[src/rtl/wshb_arb_pkg.sv]
// Shared types and field widths for the two-master Wishbone classic arbiter.
package wshb_arb_pkg;

  typedef enum logic [1:0] {
    IDLE = 2'd0,
    GNT0 = 2'd1,
    GNT1 = 2'd2
  } arb_state_t;

  localparam int CTI_W = 3;
  localparam int BTE_W = 2;

endpackage

[src/rtl/wshb_arbiter.sv]
// Fixed-priority Wishbone classic arbiter: m0 (display reader) wins contention,
// m1 (frame-buffer writer) is preempted at an acked transfer after MAX_BURST acks.
module wshb_arbiter
  import wshb_arb_pkg::*;
#(
  parameter int MAX_BURST = 16,
  parameter int AW        = 32,
  parameter int DW        = 32
) (
  input  logic               clk,
  input  logic               rst,
  input  logic               m0_cyc,
  input  logic               m0_stb,
  input  logic               m0_we,
  input  logic [AW-1:0]      m0_adr,
  input  logic [DW-1:0]      m0_dat_ms,
  input  logic [DW/8-1:0]    m0_sel,
  input  logic [CTI_W-1:0]   m0_cti,
  input  logic [BTE_W-1:0]   m0_bte,
  output logic               m0_ack,
  input  logic               m1_cyc,
  input  logic               m1_stb,
  input  logic               m1_we,
  input  logic [AW-1:0]      m1_adr,
  input  logic [DW-1:0]      m1_dat_ms,
  input  logic [DW/8-1:0]    m1_sel,
  input  logic [CTI_W-1:0]   m1_cti,
  input  logic [BTE_W-1:0]   m1_bte,
  output logic               m1_ack,
  output logic [DW-1:0]      m_dat_sm,
  output logic               s_cyc,
  output logic               s_stb,
  output logic               s_we,
  output logic [AW-1:0]      s_adr,
  output logic [DW-1:0]      s_dat_ms,
  output logic [DW/8-1:0]    s_sel,
  output logic [CTI_W-1:0]   s_cti,
  output logic [BTE_W-1:0]   s_bte,
  input  logic               s_ack,
  input  logic [DW-1:0]      s_dat_sm,
  output logic [1:0]         gnt
);

  // Keep the counter at least one bit wide so MAX_BURST = 0 still elaborates.
  localparam int BW = (MAX_BURST > 0) ? $clog2(MAX_BURST + 1) : 1;
  localparam logic [BW-1:0] BCNT_SAT  = BW'(MAX_BURST);
  localparam logic [BW-1:0] BCNT_LAST = BW'(MAX_BURST - 1);

  arb_state_t     st;
  arb_state_t     st_nxt;
  logic [BW-1:0]  bcnt;
  logic           preempt;

  assign preempt  = (MAX_BURST > 0) && s_ack && m0_cyc && (bcnt == BCNT_LAST);
  assign m_dat_sm = s_dat_sm;

  always_comb begin
    st_nxt = st;
    case (st)
      IDLE: begin
        if (m0_cyc) begin
          st_nxt = GNT0;
        end else if (m1_cyc) begin
          st_nxt = GNT1;
        end else begin
          st_nxt = IDLE;
        end
      end
      GNT0: begin
        if (!m0_cyc) begin
          st_nxt = IDLE;
        end else begin
          st_nxt = GNT0;
        end
      end
      // Always pass through IDLE so the slave sees s_cyc low between owners.
      GNT1: begin
        if (!m1_cyc || preempt) begin
          st_nxt = IDLE;
        end else begin
          st_nxt = GNT1;
        end
      end
      default: st_nxt = IDLE;
    endcase
  end

  always_ff @(posedge clk or posedge rst) begin
    if (rst) begin
      st <= IDLE;
    end else begin
      st <= st_nxt;
    end
  end

  // Held at zero outside GNT1, so every new m1 grant starts counting from 0.
  always_ff @(posedge clk or posedge rst) begin
    if (rst) begin
      bcnt <= '0;
    end else if (st != GNT1) begin
      bcnt <= '0;
    end else if (s_ack && (bcnt != BCNT_SAT)) begin
      bcnt <= bcnt + 1'b1;
    end else begin
      bcnt <= bcnt;
    end
  end

  always_comb begin
    s_cyc    = 1'b0;
    s_stb    = 1'b0;
    s_we     = 1'b0;
    s_adr    = '0;
    s_dat_ms = '0;
    s_sel    = '0;
    s_cti    = '0;
    s_bte    = '0;
    m0_ack   = 1'b0;
    m1_ack   = 1'b0;
    gnt      = 2'b00;
    case (st)
      GNT0: begin
        s_cyc    = m0_cyc;
        s_stb    = m0_stb;
        s_we     = m0_we;
        s_adr    = m0_adr;
        s_dat_ms = m0_dat_ms;
        s_sel    = m0_sel;
        s_cti    = m0_cti;
        s_bte    = m0_bte;
        m0_ack   = s_ack;
        gnt      = 2'b01;
      end
      GNT1: begin
        s_cyc    = m1_cyc;
        s_stb    = m1_stb;
        s_we     = m1_we;
        s_adr    = m1_adr;
        s_dat_ms = m1_dat_ms;
        s_sel    = m1_sel;
        s_cti    = m1_cti;
        s_bte    = m1_bte;
        m1_ack   = s_ack;
        gnt      = 2'b10;
      end
      default: begin
        gnt = 2'b00;
      end
    endcase
  end

endmodule

[config.mk]
export PLATFORM = sky130hd
export DESIGN_NAME = wshb_arbiter
export DESIGN_NICKNAME = d
export VERILOG_FILES = /design/src/rtl/wshb_arb_pkg.sv /design/src/rtl/wshb_arbiter.sv
export SDC_FILE = /design/constraint.sdc
export NUM_CORES = 1
export LEC_CHECK = 0
export BUFFER_PORTS_ARGS = -buffer_cell sky130_fd_sc_hd__buf_4
export CORE_AREA = 2 2 115 117
export CTS_CLUSTER_SIZE = 25
export DETAILED_ROUTE_END_ITERATION = 10
export DIE_AREA = 0 0 117 119
export PLACE_DENSITY = 0.55
export SYNTH_ARGS = -nofsm -noshare
export SYNTH_HDL_FRONTEND = slang
export SYNTH_SLANG_ARGS = --single-unit
export TNS_END_PERCENT = 5
[constraint.sdc]
create_clock -name clk -period 1.8 [get_ports clk]
set_input_delay 0.09 -clock clk [delete_from_list [all_inputs] [get_ports clk]]
set_output_delay 0.09 -clock clk [all_outputs]
set_load 0.01 [all_outputs]
# Word-level counts from Yosys, hierarchy flattened
# Index checks and enable logic that the tools add are counted.
[word_totals]
output_inout_bits = 112
regBits = 7
word_cells = 33
[op_classes]
n_reduce_logical = 7
n_eq_ne = 5
addsub = 1
mux = 18
[op_table]
columns = ["operator", "count"]
rows = [
  ["32-bit case mux with 2 select lines", 2],
  ["5-bit two-way mux", 2],
  ["2-bit case mux with 2 select lines", 2],
  ["4-bit case mux with 2 select lines", 1],
  ["2-bit two-way mux", 3],
  ["1-bit case mux with 2 select lines", 3],
  ["2-bit case mux with 3 select lines", 1],
  ["3-bit case mux with 2 select lines", 1],
  ["5-bit by 1-bit adder with 5-bit output, second input constant", 1],
  ["5-bit by 4-bit == test with 1-bit output, second input constant", 1],
  ["5-bit != test, second input constant", 1],
  ["1-bit logical AND", 3],
  ["1-bit two-way mux", 3],
  ["2-bit by 1-bit == test with 1-bit output, second input constant", 1],
  ["2-bit == test, second input constant", 1],
  ["2-bit logical NOT", 1],
  ["2-bit != test, second input constant", 1],
  ["2-bit nonzero test", 1],
  ["1-bit logical NOT", 1],
  ["1-bit logical OR", 1],
]

# Depth between registers and ports, before layout
[depth]
word_depth = 5
mapped_depth = 7
depth_no_buf = 6

# Worst setup path before layout
# OpenSTA, ideal clock, no wires.
[synth_timing]
path_type = "register to output"
startpoint = "register st[0]"
endpoint = "output s_adr[25]"
path_stages_with_launch = 6
path_slack_ps = 416
path_buffers = 2
arrival_ps = 1294
cell_sequence = "dfrtp_1 > inv_1 > ha_1 > clkbuf_2 > buf_2 > nor2b_1"
[synth_via]
elab_chain_cells = 2
[synth_rtl]
columns = ["item", "line_no", "rtl"]
rows = [
  ["start, declared", "wshb_arbiter.sv:49", "arb_state_t st;"],
  ["start signal, assigned", "wshb_arbiter.sv:92", "st <= st_nxt;"],
  ["2-bit == test / 2-bit by 1-bit == test with 1-bit output (equally long branches)", "wshb_arbiter.sv:121", "case (st)"],
  ["32-bit case mux with 2 select lines *", "wshb_arbiter.sv:121", ""],
  ["end, declared", "wshb_arbiter.sv:34", "output logic [AW-1:0] s_adr,"],
]
# Mark *: on every way between the ends. The rest lies on a longest branch, timed or not.

# Worst setup path in the final report
[layout_timing]
startpoint = "register st[1]"
endpoint = "output s_adr[4]"
# Same word-level chain as after synthesis.

==> flow_summary.yaml <==
run_status:
  status: "finished, final reports clean"
sta:
  rsz0062_at_grt: "true"
  post-route-period-util_pct: 97.3
  worstMarginPinSlew_ns: 0.292
  finalClockSkew_ns: 0.00115
  drv_slew: 0
  fin_tns_setup_ns: 0
  final.setup.worst_slack_ns: 0.0490
  setup_viol: 0
  final.min_clock_period_ns: 1.75
  max_freq_ghz: 0.571
  relSlewSlack_pct: 80.5
  hold_viol_final: 0
yosys:
  synth_nets: 457
  syn_inst: 261
  synth_top_cells_by_area: "a22oi_1, nor2b_1, buf_4"
  synthXorXnorAreaFrac_pct: 0.451
  synth_seq_area_share_pct: 9.01
  synth_area_sq_um: 1940
  synth_fa_ha_area_share_pct: 5.80
  synthMuxAreaShare_pct: 1.03
  async_flop_share_pct: 100
  synth_top_area_cell: "a22oi_1"
  synth_cell_types: 23
  ys_warn_count: 0
  synth_top_area_share_pct: 29.4
  synth_edf_count: 0
  ys.flop_type: "dfrtp_1"
  synth_compound_area_share_pct: 31.7
  ys_seq_elements: 7
  synth_top_family_by_area: "compound AO/OA/AOI/OAI gates"
  synthSimpleGateAreaFrac_pct: 29.0
  avgSynthCellArea_sq_um: 7.44
worst_setup_path:
  startpoint_type: "register"
  crit_family: "buffers and inverters"
  cp.buffers_inverters: 3
  critPathKind: "register to output port"
  crit_arrival_ns: 1.66
  cp.required_ns: 1.71
  end_kind: "output port"
  crit_chain: "inv_1, ha_2, buf_12, a22oi_1, nor2b_1, buf_4"
  critPathMaxFanout: 42
  critPathSlowestCell: "dfrtp_2"
  slowest_delay_ns: 0.43
detailed_routing:
  firstDrtPassIters: 4
  wl_per_cell_um: 14.9
  antenna_left: 0
  wl_um: 9270
  drc_errors: 0
  drt_iter0_drc: 86
  viasPerCell: 4.27
  routed-via-count: 2663
cells_and_area:
  final_area_sq_um: 3760
  syn2layout_area_growth_pct: 93.6
  antenna_cells: 0
  final_common_cell: "buf_4"
  nNetsFinal: 645
  most-common-layout-cells: "buf_4, nor2b_1, a22oi_1"
  post-route-util_pct: 29.2
  final_layout_size_suffix_gt1_share_pct: 56.5
pwr:
  peakVddDrop_mv: 0.406
  power.total_mw: 2.11
  p_leak_nw: 1.74
  power_density_nw_per_um2: 561
placed_design:
  preCtsSetupSlack_ns: 0.236
  place_congestion: 0.773
  dp_hpwl_um: 7190
  portBuffers: 234
  dpl_cell_area_sq_um: 3610
floorplan:
  core_area_sq_um: 12900
  chipWidth_um: 117
  rows: 42
  die_area_sq_um: 13900
  start_util_pct: 15.1
  die_h_um: 119
  pin_count: 299
clock_tree:
  clockRootBuffer: "clkbuf_16"
  clockBufferDepth: 2
  numCtsBuffers: 3
  h-tree-depth: 1
  cts_tree: "built"
  clkLatencyLatePin_ns: 0.23
  path_clk_slew_ns: 0.04
  clock_sinks: 7
global_routing:
  overflow: 0
  grt_pass1_vias: 2520
  grt_max_degree: 43
  grt_util_all_layers_pct: 11.6
  grt_pass1_wl_um: 13000
  antenna_found_initial: 0
hold_path:
  hp-class: "input port to register"
job:
  max-cap-violations: 0
## power by group
group	total [mW]	switching (mW)	internal, mW
Combinational	1.55	0.688	0.864
Clock	0.380	0.0855	0.295
Sequential	0.179	0.0115	0.168
Total	2.11	0.785	1.33
## path summary, 6_finish.rpt
path	from	end	slack, ns	cells past startpoint
setup / recovery	st[1]$_DFF_PP0_	s_adr[4]	0.05	6
hold / removal	m0_cyc	st[1]$_DFF_PP0_	0.05	2
setup reg to reg	bcnt[0]$_DFFE_PP0P_	st[1]$_DFF_PP0_	0.47	6
hold reg to reg	bcnt[1]$_DFFE_PP0P_	bcnt[1]$_DFFE_PP0P_	0.56	2
max in group asynchronous	rst	st[1]$_DFF_PP0_	1.22	3
min in group asynchronous	rst	bcnt[2]$_DFFE_PP0P_	0.35	3
## final cells by class
cell class	instances	area, sq um
Fill cell	1393	9110
Timing Repair Buffer	242	1910
Multi-Input combinational cell	188	1350
Tap cell	176	220
Sequential cell	7	176
Clock buffer	4	78.8
Inverter	7	26.3
## logic make-up (layout without fill, tap and decap cells)
logic type	Yosys count	after routing
simple gates	93	93
compound gates	83	83
mux	2	2
buf+inv	66	253
xor+xnor	1	1
flops	7	7
fa+ha+maj	9	9
## per-stage QoR
stage,instances,hold WS [ns]
5_1_grt,624,0.0672
2_1_floorplan,261,-0.107
4_1_cts,624,0.0467
3_3_place_gp,618,0.0479
3_5_place_dp,618,0.0460
6_report,624,0.0517
## sequential cells by signal, indices dropped and copies added (netlist names)
signal / count
st: 2
bcnt: 5
## what timing repair did
item,CTS,global route
pin swaps,0,0
hold buffers,1,0
endpoints found under the setup margin,26,59
endpoints found under the hold margin,7,0
gates resized for setup,3,6
setup buffers,0,0
cloned,1,0
## metal layers
metal | up-vias | track usage [%] | share of wire (%)
met5 | - | 0 | 0
met4 | 0 | 2.94 | 1.4
met3 | 12 | 1.78 | 8.4
met2 | 157 | 24.2 | 55
met1 | 1227 | 11.4 | 35
li1 | 1267 | - | -
## Yosys cell counts, types with 2 or more instances
cell      count
mux2i_1       2
clkbuf_1      3
a22oi_1      76
nor2b_1      77
buf_4        34
ha_1          9
buf_6         7
and2_1        3
buf_2        14
nand2_1       9
dfrtp_1       7
o21ai_0       2
a21oi_1       2
inv_1         7
Power figures use the tool's default switching activity.
